$ cat src/rtl/seg_display_arbiter.sv
// seg_display_arbiter: fixed-priority owner of the shared 4-digit active-low
// seven-segment display; scans the granted requester's 16-bit hex value.
module seg_display_arbiter #(
    parameter int SCAN_DIV    = 25000,
    parameter int HOLD_FRAMES = 4,
    parameter int LZ_BLANK    = 0
) (
    input  logic        clk,
    input  logic        reset,
    input  logic [2:0]  req,
    input  logic [15:0] data0,
    input  logic [15:0] data1,
    input  logic [15:0] data2,
    output logic [2:0]  grant,
    output logic        owner_valid,
    output logic        frame_tick,
    output logic [3:0]  digit,
    output logic [7:0]  segment
);

    localparam int DIV_W  = (SCAN_DIV > 1) ? $clog2(SCAN_DIV) : 1;
    localparam int HOLD_W = (HOLD_FRAMES > 1) ? $clog2(HOLD_FRAMES) : 1;
    localparam logic [DIV_W-1:0] DIV_LAST = DIV_W'(SCAN_DIV - 1);

    typedef enum logic {
        ST_IDLE  = 1'b0,
        ST_OWNED = 1'b1
    } state_t;

    function automatic logic [7:0] hex_to_seg(input logic [3:0] nib);
        logic [7:0] seg;
        case (nib)
            4'h0: seg = 8'hC0;
            4'h1: seg = 8'hF9;
            4'h2: seg = 8'hA4;
            4'h3: seg = 8'hB0;
            4'h4: seg = 8'h99;
            4'h5: seg = 8'h92;
            4'h6: seg = 8'h82;
            4'h7: seg = 8'hF8;
            4'h8: seg = 8'h80;
            4'h9: seg = 8'h90;
            4'hA: seg = 8'h88;
            4'hB: seg = 8'h83;
            4'hC: seg = 8'hC6;
            4'hD: seg = 8'hA1;
            4'hE: seg = 8'h86;
            default: seg = 8'h8E;
        endcase
        return seg;
    endfunction

    function automatic logic [2:0] pick_highest(input logic [2:0] r);
        logic [2:0] g;
        g = 3'b000;
        if (r[2])      g = 3'b100;
        else if (r[1]) g = 3'b010;
        else if (r[0]) g = 3'b001;
        return g;
    endfunction

    // Registered state
    logic [DIV_W-1:0]  r_div_cnt;
    logic [1:0]        r_slot;
    logic [HOLD_W-1:0] r_hold_cnt;
    state_t            r_state;
    logic [2:0]        r_grant;
    logic              r_frame_tick;
    logic [3:0]        r_digit;
    logic [7:0]        r_segment;

    // Combinational
    logic              w_tick;
    logic              w_boundary;
    logic [15:0]       w_owner_data;
    logic [3:0]        w_nibble     [4];
    logic              w_zero_prefix[3];
    logic [7:0]        w_slot_seg   [4];
    logic [3:0]        w_slot_dig   [4];
    logic [2:0]        w_hi_mask;
    logic [2:0]        w_hi_req;
    logic              w_owner_req;
    logic              w_hold_done;
    state_t            w_state_next;
    logic [2:0]        w_grant_next;
    logic [HOLD_W-1:0] w_hold_next;

    assign w_tick     = (r_div_cnt == DIV_LAST);
    assign w_boundary = w_tick && (r_slot == 2'd3);

    always_comb begin
        w_owner_data = 16'h0000;
        if (r_grant[2])      w_owner_data = data2;
        else if (r_grant[1]) w_owner_data = data1;
        else if (r_grant[0]) w_owner_data = data0;
    end

    // Slot 0 is the leftmost digit; blanking looks at the zero run from the left.
    genvar gi;
    generate
        for (gi = 0; gi < 4; gi++) begin : g_slot
            assign w_nibble[gi]   = w_owner_data[15-4*gi -: 4];
            assign w_slot_dig[gi] = 4'(~(4'b0001 << gi));
            if (gi == 3) begin : g_last
                assign w_slot_seg[gi] = hex_to_seg(w_nibble[gi]);
            end else begin : g_lead
                if (gi == 0) begin : g_first
                    assign w_zero_prefix[gi] = (w_nibble[gi] == 4'h0);
                end else begin : g_chain
                    assign w_zero_prefix[gi] = w_zero_prefix[gi-1] && (w_nibble[gi] == 4'h0);
                end
                assign w_slot_seg[gi] = ((LZ_BLANK != 0) && w_zero_prefix[gi])
                                        ? 8'hFF : hex_to_seg(w_nibble[gi]);
            end
        end

        for (gi = 0; gi < 3; gi++) begin : g_prio
            if (gi == 0) begin : g_lowest
                assign w_hi_mask[gi] = 1'b0;
            end else begin : g_upper
                assign w_hi_mask[gi] = |r_grant[gi-1:0];
            end
        end
    endgenerate

    assign w_hi_req    = req & w_hi_mask;
    assign w_owner_req = |(req & r_grant);
    assign w_hold_done = (int'(r_hold_cnt) + 1) >= HOLD_FRAMES;

    always_comb begin
        w_state_next = r_state;
        w_grant_next = r_grant;
        w_hold_next  = r_hold_cnt;
        case (r_state)
            ST_IDLE: begin
                if (req != 3'b000) begin
                    w_grant_next = pick_highest(req);
                    w_hold_next  = '0;
                    w_state_next = ST_OWNED;
                end
            end
            ST_OWNED: begin
                if (!w_owner_req) begin
                    w_grant_next = pick_highest(req);
                    w_hold_next  = '0;
                    w_state_next = (req != 3'b000) ? ST_OWNED : ST_IDLE;
                end else if (w_hold_done && (w_hi_req != 3'b000)) begin
                    w_grant_next = pick_highest(w_hi_req);
                    w_hold_next  = '0;
                end else if (int'(r_hold_cnt) < HOLD_FRAMES - 1) begin
                    w_hold_next = r_hold_cnt + 1'b1;
                end
            end
            default: begin
                w_state_next = ST_IDLE;
                w_grant_next = 3'b000;
                w_hold_next  = '0;
            end
        endcase
    end

    // Ownership only moves on the frame boundary edge.
    always_ff @(posedge clk or posedge reset) begin
        if (reset) begin
            r_state    <= ST_IDLE;
            r_grant    <= 3'b000;
            r_hold_cnt <= '0;
        end else if (w_boundary) begin
            r_state    <= w_state_next;
            r_grant    <= w_grant_next;
            r_hold_cnt <= w_hold_next;
        end
    end

    always_ff @(posedge clk or posedge reset) begin
        if (reset) begin
            r_div_cnt    <= '0;
            r_slot       <= 2'd0;
            r_frame_tick <= 1'b0;
            r_digit      <= 4'b1111;
            r_segment    <= 8'hFF;
        end else begin
            r_frame_tick <= w_boundary;
            if (w_tick) begin
                r_div_cnt <= '0;
                r_slot    <= r_slot + 2'd1;
                if (r_state == ST_OWNED) begin
                    r_digit   <= w_slot_dig[r_slot];
                    r_segment <= w_slot_seg[r_slot];
                end else begin
                    r_digit   <= 4'b1111;
                    r_segment <= 8'hFF;
                end
            end else begin
                r_div_cnt <= r_div_cnt + 1'b1;
            end
        end
    end

    assign grant       = r_grant;
    assign owner_valid = |r_grant;
    assign frame_tick  = r_frame_tick;
    assign digit       = r_digit;
    assign segment     = r_segment;

endmodule
$ cat config.mk
export PLATFORM = sky130hd
export DESIGN_NAME = seg_display_arbiter
export DESIGN_NICKNAME = d
export VERILOG_FILES = /design/src/rtl/seg_display_arbiter.sv
export SDC_FILE = /design/constraint.sdc
export NUM_CORES = 1
export LEC_CHECK = 0
export ABC_AREA = 1
export CELL_PAD_IN_SITES_DETAIL_PLACEMENT = 0
export CELL_PAD_IN_SITES_GLOBAL_PLACEMENT = 1
export CORE_ASPECT_RATIO = 0.6
export CORE_MARGIN = 1
export CORE_UTILIZATION = 34
export CTS_BUF_LIST = sky130_fd_sc_hd__clkbuf_8
export DETAILED_ROUTE_END_ITERATION = 7
export PLACE_DENSITY = 0.91
export SLEW_MARGIN = 20
export SYNTH_ARGS = -nofsm -noshare
export SYNTH_HDL_FRONTEND = slang
export SYNTH_SLANG_ARGS = --single-unit
$ cat constraint.sdc
create_clock -name clk -period 1.87 [get_ports clk]
set_input_delay 0.2805 -clock clk [delete_from_list [all_inputs] [get_ports clk]]
set_output_delay 0.2805 -clock clk [all_outputs]
set_load 0.05 [all_outputs]
==> impl_metrics.xml <==
<?xml version="1.0" encoding="UTF-8"?>
<metrics>
  <group name="sta">
    <metric name="worst-slew-pin-transition" unit="ns">0.495</metric>
    <metric name="fin_setup_tns" unit="ns">-0.584</metric>
    <metric name="fin_worst_skew" unit="ns">0.00585</metric>
    <metric name="tcrit_tclk_final" unit="%">107</metric>
    <metric name="grt_setup_unrepaired" unit="">yes</metric>
    <metric name="hold_violations" unit="">0</metric>
    <metric name="report.final.slew_viol_count" unit="">0</metric>
    <metric name="setup_violations" unit="">7</metric>
    <metric name="slew-limit-headroom" unit="%">66.7</metric>
    <metric name="final.hold.worst_slack" unit="ns">0.383</metric>
    <metric name="layout_min_cycle_time" unit="ns">2.00</metric>
    <metric name="achievable-frequency" unit="MHz">500</metric>
    <metric name="final_critical_path_setup_slack" unit="ns">-0.131</metric>
  </group>
  <group name="place">
    <metric name="total_instance_count_after_detailed_placement" unit="">773</metric>
    <metric name="numPortBuffers" unit="">68</metric>
    <metric name="globalplace.congestion" unit="">0.867</metric>
    <metric name="detailed_place.area" unit="mm²">0.00474</metric>
    <metric name="post-dp-hpwl" unit="µm">8120</metric>
    <metric name="post-place-ws" unit="ns">-0.211</metric>
  </group>
  <group name="route">
    <metric name="route.antenna.remaining_nets" unit="">0</metric>
    <metric name="viasPerCell" unit="">4.91</metric>
    <metric name="routedWlPerCell" unit="µm">13.3</metric>
    <metric name="drt_pass1_iterations" unit="">5</metric>
    <metric name="starting_drt_drc_count" unit="">351</metric>
    <metric name="wirelength" unit="µm">10600</metric>
    <metric name="residual_drc_count" unit="">0</metric>
    <metric name="vias" unit="">3897</metric>
  </group>
  <group name="final_layout">
    <metric name="proportion_of_layout_cells_with_a_drive_suffix_above_1" unit="%">29.0</metric>
    <metric name="finalCoreUtilization" unit="%">51.4</metric>
    <metric name="post_layout_nonfiller_instances" unit="">794</metric>
    <metric name="area_growth_syn_to_layout" unit="%">44.0</metric>
    <metric name="insertedDiodeCount" unit="">0</metric>
    <metric name="final_area" unit="mm²">0.00517</metric>
    <metric name="design.final.nets" unit="">743</metric>
  </group>
  <group name="clocking">
    <metric name="clkSinkCount" unit="">35</metric>
    <metric name="tritoncts.num_buffers" unit="">5</metric>
    <metric name="cts_hold_buf" unit="">0</metric>
    <metric name="clockRootBuffer" unit="">sky130_fd_sc_hd__clkbuf_8</metric>
    <metric name="tritoncts" unit="">yes</metric>
    <metric name="max-clock-path-buffers" unit="">2</metric>
    <metric name="cts_htree_levels" unit="">2</metric>
    <metric name="worst_setup_hold_path_clk_slew" unit="ns">0.08</metric>
    <metric name="worstSkewPairLatency" unit="ns">0.29</metric>
  </group>
  <group name="synthesis">
    <metric name="netlist-cell-type-count" unit="">42</metric>
    <metric name="synth_simple_gate_area_share" unit="%">41.1</metric>
    <metric name="post_synth_inst_count" unit="">544</metric>
    <metric name="async_reset_ff_share" unit="%">100</metric>
    <metric name="yosys.area_share.xor_xnor" unit="%">0.732</metric>
    <metric name="synthAdderAreaFrac" unit="%">11.2</metric>
    <metric name="postSynthAreaPerCell" unit="µm²">6.60</metric>
    <metric name="yosys_warnings" unit="">0</metric>
    <metric name="syn_nets" unit="">629</metric>
    <metric name="synth_top_family_by_area" unit="">simple AND/OR/NAND/NOR gates</metric>
    <metric name="ys_seq_elements" unit="">35</metric>
    <metric name="synthesis.area" unit="mm²">0.00359</metric>
    <metric name="synth.mux.area_fraction" unit="%">0</metric>
    <metric name="count_of_flip_flops_with_a_built_in_enable_after_synthesis" unit="">0</metric>
    <metric name="synth_compound_gate_area_share" unit="%">10.8</metric>
    <metric name="synth_seq_area_share" unit="%">24.8</metric>
    <metric name="synthFlopType" unit="">sky130_fd_sc_hd__dfrtp_1</metric>
  </group>
  <group name="pwr">
    <metric name="power.combinational.fraction" unit="%">24.9</metric>
    <metric name="p_leak" unit="nW">2.42</metric>
    <metric name="clock_power_share" unit="%">35.8</metric>
    <metric name="p_per_area" unit="mW/mm²">373</metric>
    <metric name="power.switching_fraction" unit="%">27.7</metric>
    <metric name="worst_ir_drop_vdd" unit="V">0.000278</metric>
    <metric name="sequential_power_share" unit="%">39.3</metric>
    <metric name="power.net_switching" unit="mW">0.533</metric>
    <metric name="power_report.internal_total" unit="mW">1.39</metric>
    <metric name="power" unit="mW">1.93</metric>
  </group>
  <group name="global_route">
    <metric name="grt_max_degree" unit="">36</metric>
    <metric name="grt_remaining_overflow" unit="">0</metric>
    <metric name="first_pass_grt_wire_length" unit="µm">17000</metric>
    <metric name="antenna_violations_before_repair" unit="">0</metric>
    <metric name="number_of_global_route_vias_before_repair" unit="">3459</metric>
    <metric name="globalRouteTotalUtil" unit="%">19.5</metric>
  </group>
  <group name="die">
    <metric name="die_w" unit="µm">135</metric>
    <metric name="initial_utilization" unit="%">35.7</metric>
    <metric name="placeableCoreArea" unit="mm²">0.0101</metric>
    <metric name="ioPinCount" unit="">70</metric>
    <metric name="die_h" unit="µm">81.6</metric>
    <metric name="die_area" unit="mm²">0.0110</metric>
    <metric name="rows" unit="">28</metric>
  </group>
  <group name="worst_setup_path">
    <metric name="timing.critical_path.from_type" unit="">register</metric>
    <metric name="setup_cp_type" unit="">reg -&gt; reg</metric>
    <metric name="worstSetupEndpointType" unit="">register</metric>
    <metric name="crit_path_max_fanout" unit="">6</metric>
    <metric name="worst-r2r-setup-slack" unit="ns">-0.13</metric>
    <metric name="worstPathArrival" unit="ns">2.23</metric>
    <metric name="worstPathRequired" unit="ns">2.10</metric>
  </group>
  <group name="min_path">
    <metric name="hold_path.class" unit="">in -&gt; async</metric>
  </group>
  <group name="outcome">
    <metric name="violations" unit="">setup timing</metric>
    <metric name="status" unit="">finished with violations</metric>
  </group>
  <group name="job">
    <metric name="timing.max_cap.violations" unit="">0</metric>
  </group>
</metrics>
[worst max-delay path: stages (launching register included)]
cell and delay (ns):
sky130_fd_sc_hd__dfrtp_2 0.45, sky130_fd_sc_hd__nor2_4 0.18, sky130_fd_sc_hd__buf_4 0.14, sky130_fd_sc_hd__nand2_1 0.05, sky130_fd_sc_hd__nand2_2 0.08, sky130_fd_sc_hd__nand2_4 0.08
sky130_fd_sc_hd__ha_1 0.30, sky130_fd_sc_hd__nand3_1 0.11, sky130_fd_sc_hd__nor2_1 0.05, sky130_fd_sc_hd__nor2_1 0.10, sky130_fd_sc_hd__nand2_1 0.06, sky130_fd_sc_hd__nand3_1 0.10
sky130_fd_sc_hd__nand2_1 0.07, sky130_fd_sc_hd__nor2_1 0.11, sky130_fd_sc_hd__nor2_1 0.05
[timing repair]
action	CTS	global route
buffers inserted	9	4
setup endpoints to repair	7	12
pin swaps	18	7
resized for setup	29	20
[state kept, by name, summed over array words and instances (netlist names)]
name,flops
r_div_cnt,15
segment,7
frame_tick,1
digit,4
grant,3
r_state,1
r_hold_cnt,2
r_slot,2
[Yosys cell counts, types with 2 or more instances]
library cell / n / area (µm²)
sky130_fd_sc_hd__dfstp_2: 11 / 289
sky130_fd_sc_hd__a21oi_2: 3 / 26.3
sky130_fd_sc_hd__ha_1: 32 / 400
sky130_fd_sc_hd__nand2_4: 4 / 45.0
sky130_fd_sc_hd__clkbuf_1: 3 / 11.3
sky130_fd_sc_hd__buf_2: 6 / 30.0
sky130_fd_sc_hd__xor2_1: 3 / 26.3
sky130_fd_sc_hd__o21ai_0: 12 / 60.1
sky130_fd_sc_hd__nor4_1: 2 / 12.5
sky130_fd_sc_hd__inv_2: 3 / 11.3
sky130_fd_sc_hd__nand4_1: 4 / 25.0
sky130_fd_sc_hd__a21oi_1: 34 / 170
sky130_fd_sc_hd__o21ai_2: 3 / 26.3
sky130_fd_sc_hd__dfrtp_1: 24 / 601
sky130_fd_sc_hd__or2_1: 2 / 12.5
sky130_fd_sc_hd__nand3_1: 96 / 480
sky130_fd_sc_hd__nand2_1: 142 / 533
sky130_fd_sc_hd__nand2_2: 8 / 50.1
sky130_fd_sc_hd__nor2_4: 2 / 22.5
sky130_fd_sc_hd__nor3_1: 7 / 35.0
sky130_fd_sc_hd__o21ai_1: 3 / 15.0
sky130_fd_sc_hd__nor2_1: 46 / 173
sky130_fd_sc_hd__buf_4: 3 / 22.5
sky130_fd_sc_hd__buf_6: 5 / 56.3
sky130_fd_sc_hd__inv_1: 59 / 221
sky130_fd_sc_hd__or2_2: 7 / 43.8
sky130_fd_sc_hd__o21ai_4: 2 / 32.5
sky130_fd_sc_hd__or2_0: 4 / 25.0
[worst paths after layout]
check | end | start | cells past startpoint
min in group clk | r_div_cnt[0] | r_div_cnt[0] | 1
hold / removal | r_hold_cnt[1] | reset | 3
max in group asynchronous | digit[3] | reset | 3
setup reg to reg | segment[1] | grant[1] | 14
hold reg to reg | r_div_cnt[0] | r_div_cnt[0] | 1
setup / recovery | segment[1] | grant[1] | 14
[cell families (layout without fill, tap and decap cells)]
family / after synthesis / count (layout)
XOR/XNOR: 3 / 3
adder cells (fa/ha/maj): 32 / 32
other: 1 / 1
AND/OR/NAND/NOR: 326 / 326
buffers and inverters: 84 / 199
flip-flops: 35 / 35
AO/OA/AOI/OAI: 63 / 63
[routing by layer]
metal,global-route usage [%],vias up,part of all wire (%)
li1,-,1979,-
met1,30.3,1793,52
met2,29.5,121,42
met3,2.41,4,5.5
met4,1.35,0,0.40
met5,0,-,0
[power groups by stage]
| stage | clock, mW | sequential [mW] | combinational [mW] |
|---|---|---|---|
| 2_1_floorplan | 0 | 0.771 | 0.233 |
| 3_3_place_gp | 0 | 0.771 | 0.437 |
| 3_5_place_dp | 0 | 0.771 | 0.440 |
| 4_1_cts | 0.711 | 0.757 | 0.466 |
| 5_1_grt | 0.750 | 0.757 | 0.525 |
| 6_report | 0.689 | 0.758 | 0.479 |
[placed cells by master (no fill, tap or decap), drive strengths merged]
| master | n |
|---|---|
| clkdlybuf4s50 | 53 |
| ha | 32 |
| bufinv | 1 |
| buf | 74 |
| a31oi | 1 |
| inv | 63 |
| o21ai | 20 |
| dfrtp | 24 |
| a21oi | 38 |
| nand4 | 4 |
| nor4 | 2 |
| dfstp | 11 |
| o2bb2ai | 1 |
| clkbuf | 5 |
| nand3 | 97 |
| conb | 1 |
| clkinv | 3 |
| or2 | 13 |
| nand2 | 154 |
| nor2 | 49 |
| o31ai | 1 |
| o211ai | 2 |
| xor2 | 3 |
| nor3 | 7 |
[cell type report]
type,count,area (µm²)
sequential,35,893
clock buffer,5,68.8
tap,135,169
clock inverter,3,43.8
multi-input combinational,425,2560
inverter,64,250
timing repair buffer,127,1180
fill,941,4890
No activity file was read; power rests on OpenSTA's default activity.
